### config.mk
export PLATFORM = sky130hd
export DESIGN_NAME = tone_synth_flat
export DESIGN_NICKNAME = d
export VERILOG_FILES = /design/src/rtl/tone_synth_pkg.sv /design/src/rtl/tone_synth_if.sv /design/src/rtl/tone_osc.sv /design/src/rtl/tone_synth.sv /design/src/flat_wrapper.sv
export SDC_FILE = /design/constraint.sdc
export NUM_CORES = 1
export LEC_CHECK = 0
export CAP_MARGIN = 20
export CORE_MARGIN = 5
export CORE_UTILIZATION = 48
export CTS_CLUSTER_DIAMETER = 150
export DETAILED_ROUTE_END_ITERATION = 8
export PLACE_DENSITY = 0.78
export RECOVER_POWER = 50
export SLEW_MARGIN = 20
export SYNTH_ARGS = -nofsm -noshare
export SYNTH_HDL_FRONTEND = slang
export SYNTH_SLANG_ARGS = --single-unit
### constraint.sdc
create_clock -name CLOCK_50 -period 4.65 [get_ports CLOCK_50]
set_input_delay 0.465 -clock CLOCK_50 [delete_from_list [all_inputs] [get_ports CLOCK_50]]
set_output_delay 0.465 -clock CLOCK_50 [all_outputs]
set_load 0.05 [all_outputs]
### src/rtl/tone_synth_pkg.sv
// Shared types and constants for the tone synthesizer: FSM encoding, sample type,
// saturation limits and the default square-wave amplitude.
package tone_synth_pkg;

  localparam int HALF_PERIOD_W = 19;

  typedef logic signed [31:0] sample_t;

  typedef enum logic [1:0] {
    WAIT,
    WRITE,
    SETTLE
  } state_t;

  localparam sample_t SAMPLE_MAX        = 32'sh7FFF_FFFF;
  localparam sample_t SAMPLE_MIN        = 32'sh8000_0000;
  localparam sample_t DEFAULT_AMPLITUDE = 32'sd1000000000;

  // Signed add that clamps to the sample range instead of wrapping.
  function automatic sample_t sat_add(input sample_t a, input sample_t b);
    logic [32:0] sum;
    sum = {a[31], a} + {b[31], b};
    if (sum[32] != sum[31]) begin
      return sum[32] ? SAMPLE_MIN : SAMPLE_MAX;
    end
    return sample_t'(sum[31:0]);
  endfunction

endpackage

### src/rtl/tone_synth_if.sv
// Audio_Controller FIFO handshake and sample buses seen by the tone synthesizer.
// master = synthesizer side, slave = audio controller side.
interface tone_synth_if;
  import tone_synth_pkg::*;

  logic    audio_in_available;
  logic    audio_out_allowed;
  logic    read_audio_in;
  logic    write_audio_out;
  sample_t left_channel_audio_in;
  sample_t right_channel_audio_in;
  sample_t left_channel_audio_out;
  sample_t right_channel_audio_out;

  modport master (
    input  audio_in_available,
    input  audio_out_allowed,
    input  left_channel_audio_in,
    input  right_channel_audio_in,
    output read_audio_in,
    output write_audio_out,
    output left_channel_audio_out,
    output right_channel_audio_out
  );

  modport slave (
    output audio_in_available,
    output audio_out_allowed,
    output left_channel_audio_in,
    output right_channel_audio_in,
    input  read_audio_in,
    input  write_audio_out,
    input  left_channel_audio_out,
    input  right_channel_audio_out
  );

endinterface

### src/rtl/tone_osc.sv
// Square-wave phase generator: toggles phase every half_period+1 cycles; a
// half_period of 0 (rest) parks counter and phase at 0.
module tone_osc
  import tone_synth_pkg::*;
(
  input  logic                     CLOCK_50,
  input  logic                     reset,
  input  logic [HALF_PERIOD_W-1:0] half_period,
  output logic                     phase
);

  logic [HALF_PERIOD_W-1:0] count;

  // A shortened half-period that leaves count beyond it wraps at once rather than counting around.
  always_ff @(posedge CLOCK_50) begin
    if (reset || half_period == '0) begin
      count <= '0;
      phase <= 1'b0;
    end else if (count >= half_period) begin
      count <= '0;
      phase <= ~phase;
    end else begin
      count <= count + 1'b1;
    end
  end

endmodule

### src/rtl/tone_synth.sv
// Mixes a decaying square-wave tone into the microphone stream of the Audio_Controller.
// Define TONE_SYNTH_ENVELOPE_EN to compile in the per-note decay envelope.
module tone_synth
  import tone_synth_pkg::*;
#(
  parameter sample_t AMPLITUDE      = DEFAULT_AMPLITUDE,
  parameter int      DECAY_INTERVAL = 4800,
  parameter int      DECAY_SHIFT    = 4
) (
  input  logic                     CLOCK_50,
  input  logic                     reset,
  input  logic [HALF_PERIOD_W-1:0] half_period,
  input  logic                     note_strobe,
  input  logic                     enable,
  tone_synth_if.master             audio
);

  state_t  state;
  state_t  state_next;
  logic    capture;
  logic    phase;
  sample_t level;
  sample_t tone;
  sample_t mix_left;
  sample_t mix_right;

  tone_osc u_osc (
    .CLOCK_50    (CLOCK_50),
    .reset       (reset),
    .half_period (half_period),
    .phase       (phase)
  );

  always_comb begin
    tone = '0;
    if (enable && half_period != '0) begin
      tone = phase ? level : -level;
    end
    mix_left  = sat_add(audio.left_channel_audio_in, tone);
    mix_right = sat_add(audio.right_channel_audio_in, tone);
  end

  always_ff @(posedge CLOCK_50) begin
    if (reset) begin
      state <= WAIT;
    end else begin
      state <= state_next;
    end
  end

  // SETTLE gives the controller one idle cycle to update its FIFO flags before the next check.
  always_comb begin
    state_next = state;
    capture    = 1'b0;
    case (state)
      WAIT: begin
        if (audio.audio_in_available && audio.audio_out_allowed) begin
          capture    = 1'b1;
          state_next = WRITE;
        end
      end
      WRITE:   state_next = SETTLE;
      SETTLE:  state_next = WAIT;
      default: state_next = WAIT;
    endcase
  end

  assign audio.read_audio_in   = (state == WRITE);
  assign audio.write_audio_out = (state == WRITE);

  always_ff @(posedge CLOCK_50) begin
    if (reset) begin
      audio.left_channel_audio_out  <= '0;
      audio.right_channel_audio_out <= '0;
    end else if (capture) begin
      audio.left_channel_audio_out  <= mix_left;
      audio.right_channel_audio_out <= mix_right;
    end
  end

`ifdef TONE_SYNTH_ENVELOPE_EN
  localparam logic [31:0] DECAY_LAST = 32'(DECAY_INTERVAL - 1);

  logic [31:0] decay_count;

  // A new note restores full level even when a decay step lands on the same cycle.
  always_ff @(posedge CLOCK_50) begin
    if (reset || note_strobe) begin
      level       <= AMPLITUDE;
      decay_count <= '0;
    end else if (state == WRITE) begin
      if (decay_count == DECAY_LAST) begin
        decay_count <= '0;
        level       <= level - (level >>> DECAY_SHIFT);
      end else begin
        decay_count <= decay_count + 1'b1;
      end
    end
  end
`else
  logic unused_envelope_cfg;

  assign level               = AMPLITUDE;
  assign unused_envelope_cfg = ^{note_strobe, 32'(DECAY_INTERVAL), 32'(DECAY_SHIFT)};
`endif

endmodule

### src/flat_wrapper.sv
// flat-port wrapper written by rule: the top's interface ports become plain ports
module tone_synth_flat import tone_synth_pkg::*;
#(
  parameter sample_t AMPLITUDE      = DEFAULT_AMPLITUDE,
  parameter int      DECAY_INTERVAL = 4800,
  parameter int      DECAY_SHIFT    = 4
)
  (CLOCK_50, reset, half_period, note_strobe, enable, audio_audio_in_available, audio_audio_out_allowed, audio_left_channel_audio_in, audio_right_channel_audio_in, audio_read_audio_in, audio_write_audio_out, audio_left_channel_audio_out, audio_right_channel_audio_out);
  tone_synth_if audio_i ();
  input  logic CLOCK_50;
  input  logic reset;
  input  logic [HALF_PERIOD_W-1:0] half_period;
  input  logic note_strobe;
  input  logic enable;
  input wire logic [$bits(audio_i.audio_in_available)-1:0] audio_audio_in_available;
  input wire logic [$bits(audio_i.audio_out_allowed)-1:0] audio_audio_out_allowed;
  input wire logic [$bits(audio_i.left_channel_audio_in)-1:0] audio_left_channel_audio_in;
  input wire logic [$bits(audio_i.right_channel_audio_in)-1:0] audio_right_channel_audio_in;
  output wire logic [$bits(audio_i.read_audio_in)-1:0] audio_read_audio_in;
  output wire logic [$bits(audio_i.write_audio_out)-1:0] audio_write_audio_out;
  output wire logic [$bits(audio_i.left_channel_audio_out)-1:0] audio_left_channel_audio_out;
  output wire logic [$bits(audio_i.right_channel_audio_out)-1:0] audio_right_channel_audio_out;
  assign audio_i.audio_in_available = audio_audio_in_available;
  assign audio_i.audio_out_allowed = audio_audio_out_allowed;
  assign audio_i.left_channel_audio_in = audio_left_channel_audio_in;
  assign audio_i.right_channel_audio_in = audio_right_channel_audio_in;
  assign audio_read_audio_in = audio_i.read_audio_in;
  assign audio_write_audio_out = audio_i.write_audio_out;
  assign audio_left_channel_audio_out = audio_i.left_channel_audio_out;
  assign audio_right_channel_audio_out = audio_i.right_channel_audio_out;
  tone_synth #(.AMPLITUDE(AMPLITUDE), .DECAY_INTERVAL(DECAY_INTERVAL), .DECAY_SHIFT(DECAY_SHIFT)) u_core (.CLOCK_50(CLOCK_50), .reset(reset), .half_period(half_period), .note_strobe(note_strobe), .enable(enable), .audio(audio_i));
endmodule
==> run metrics <==
period utilization 98.0%; initial antenna violation count 0; CP Max Fanout 7; Crit. End Element flop; post-DR wirelength/cell 16.9 um; outcome complete, no violations; Vias/cell 5.98; CTS tree built; Pre-Repair DR Iteration Count 5; Worst Setup Start Kind primary input; initial core utilization 49.2%; row count 46; R2R Setup Slk around 0.85 ns; vias in the first global route 7,949; GR Util met1 roughly 34%; Final Setup Violations 0; core area 16,000 sq um; CP arrival 4.83 ns; CP startpoint half_period[0]; power share of the clock group 28.4%; Hold Fails Final Rpt 0; Final ANT Viol Nets 0; Async SR Flop Fraction 0%; global-route wire length before repair about 40,000 um; number of buffers created by CTS 9; synthesis-to-layout area growth 31.2%; worst hold margin 0.477 ns; DP Cell Count 1,444; clock slew at reported path FFs 0.06 ns; Slew headroom ~52%; Hold Path Class flop to flop; Combinational Power Share approximately 40%; Setup TNS 0 ns; fin nets 1,360; GR Layer Usage met2 39.9%; Peak VDD IR 0.000163 V; die width between 100 and 150 um; DRT Wirelength roughly 25,000 um; DP HPWL 18,000 um; pwr dens 240 nW/um^2; GR Layer Usage met3 3.45%; sequential share of the synthesized area 21.9%; vias 8,775; CTS Root Cell clkbuf_16; # Max-Cap Violations 0; Leakage 3.79 nW; Critical R2R Launch u_core.u_osc.phase; crit path time final 4.56 ns; Hold Crit Start u_core.u_osc.count[0]; end of the worst hold path u_core.u_osc.count[0]; max-slew violations 0; count of flip-flops with a built-in enable after synthesis 0; clk buf depth 2; synthesized area per cell around 7 sq um; Worst EP required 4.92 ns; Mapped Area roughly 7900 sq um; total clock sinks 86; # IOs ~160; worst skew pair latency 0.36 ns; gpl congestion 0.916; Crit Path Class primary input to flop; die area about 19,000 sq um; Die H 138 um; Sw Ratio 37.9%; share of cells above drive strength 1 between 10% and 20%; post-route core utilization 64.6%; r2r endpoint u_core.audio.right_channel_audio_out[23]; Worst Max-Slew Pin Slew 0.713 ns; grt ovf 0; post-synthesis net count between 1,000 and 1,500; largest net degree at the start of global routing 55; global route hottest layer met2; Final Skew 0.0121 ns; Reg2Reg Depth 15; Min-Delay Path Depth 1; IO Port Bufs 153; Max Fclk 0.219 GHz; #FFs+latches synth 86; Synth warnings 0; Most used DFF post-synth dfxtp_1; number of diodes 0; Tot GR Track Use 24.3%; DRC violations left 0; DR iter-0 viols 794; Int Power 0.00154 W; CTS HTree Levels 3; RSZ-0062 raised after global routing yes; Yosys cell types 81; Seq pwr share between 30% and 40%; sw power 0.000942 W; Synth Instances 1,112; non-filler instance count after layout 1,468
-- cells in the mapped netlist, types with 4 or more instances --
library cell,n,share of area [%]
a31oi_1,17,1.4
a211oi_2,10,1.6
o211ai_1,7,0.67
o31ai_1,7,0.67
o2111ai_1,5,0.56
and3_1,17,1.4
maj3_1,4,0.51
inv_1,43,2.0
nand2_1,71,3.4
o22ai_1,14,1.1
clkbuf_1,68,3.2
o21ai_0,82,5.2
o21bai_1,4,0.38
o21ai_1,11,0.70
dfxtp_1,86,22
xor2_1,16,1.8
nor2b_1,12,0.95
nor3_1,27,1.7
a22oi_1,4,0.38
xnor2_1,64,7.1
a211oi_1,54,5.1
buf_1,9,0.43
nand2b_1,4,0.32
ha_1,24,3.8
maj3_2,10,1.4
nor4_1,11,0.87
nand4_1,13,1.0
nand3_1,35,2.2
mux2i_1,9,1.1
a221oi_1,6,0.67
and2_1,5,0.40
buf_2,17,1.1
or3_1,5,0.40
nor2_1,148,7.1
a2111oi_0,4,0.44
and4_1,4,0.44
a21oi_1,99,6.3
a21o_1,5,0.48
o21a_1,16,1.5
-- power by group through the flow --
stage | Clock (W) | Sequential (W) | Combinational [W]
after global routing | 0.000736 | 0.000815 | 0.00104
after CTS | 0.000713 | 0.000809 | 0.000925
after global placement | 0 | 0.000824 | 0.000905
after floorplan | 0 | 0.000974 | 0.000470
final | 0.000705 | 0.000809 | 0.000970
after detailed placement | 0 | 0.000826 | 0.000919
-- final cells by class --
class	instances	area [sq um]
Clock buffer	9	225
Clock inverter	7	57.6
Fill cell	1464	5670
Inverter	44	168
Multi-Input combinational cell	886	5810
Sequential cell	86	1720
Tap cell	216	270
Timing Repair Buffer	220	2070
-- timing repair --
item | CTS | global route
hold buffers | 0 | 0
endpoints found under the setup margin | 1 | 47
pin swaps | 0 | 21
setup buffers | 0 | 7
gates cloned | 0 | 1
resized for setup | 2 | 32
-- metrics by stage --
stage	total power, W	area (sq um)	setup WS [ns]
after detailed placement	0.00175	9830	-0.256
final	0.00248	10300	0.0939
after global placement	0.00173	9830	-0.159
after CTS	0.00245	10100	0.0514
after floorplan	0.00144	7960	0.000760
after global routing	0.00259	10300	-0.0552
-- cell usage in the layout, fill, tap and decap left out, types with 15 or more instances in the layout --
cell type	n
clkdlybuf4s50_1	152
nor2_1	148
a21oi_1	95
dfxtp_1	86
o21ai_0	77
nand2_1	71
xnor2_1	63
buf_4	62
a211oi_1	47
inv_1	43
nand3_1	34
nor3_1	27
ha_1	20
a211oi_2	17
and3_1	16
o21a_1	16
xor2_1	15
-- per-layer routing --
metal | share of wire (%) | up-vias | routed length, um
met5 | 0 | - | 0
met2 | 47 | 347 | 11600
met4 | 1.9 | 0 | 472
met1 | 44 | 4094 | 11000
met3 | 7.0 | 32 | 1740
li1 | - | 4302 | -
-- worst max path at each step --
stage                                                    end  slack [ns]  cells after the start
floorplan            u_core.audio.left_channel_audio_out[25]      0.0008                     21
global placement    u_core.audio.right_channel_audio_out[11]       -0.16                     18
detailed placement   u_core.audio.left_channel_audio_out[10]       -0.26                     18
CTS                  u_core.audio.left_channel_audio_out[25]        0.05                     18
global route         u_core.audio.left_channel_audio_out[21]       -0.06                     19
finish              u_core.audio.right_channel_audio_out[23]        0.09                     19
-- worst max-delay path, cell delays in order --
cell and delay (ns):
clkdlybuf4s50_1 0.42, or4_4 0.57, or2_4 0.30, o21ai_4 0.17, inv_4 0.09, ha_2 0.22
ha_4 0.19, o21a_1 0.18, o31a_1 0.26, a21oi_2 0.16, a2111oi_4 0.08, o22ai_1 0.21
a31oi_2 0.12, buf_4 0.17, o31ai_4 0.32, buf_6 0.17, o311ai_4 0.17, maj3_2 0.36
a211oi_2 0.20
-- cells by family after synthesis --
family          count (synthesis)  share of synthesized area (%)
compound gates                389                           33.0
xor+xnor                       80                           8.90
fa+ha+maj                      38                           5.75
buf+inv                       141                           7.26
flops                          86                           21.9
mux                            11                           1.43
simple gates                  367                           21.8
-- sequential cells by signal, summed over array words and instances, names as in the netlist --
register,flops
u_core.audio.left_channel_audio_out,32
u_core.audio.right_channel_audio_out,32
u_core.u_osc.count,19
u_core.state,2
u_core.u_osc.phase,1
Note: power is estimated with default switching activity, not from simulation.
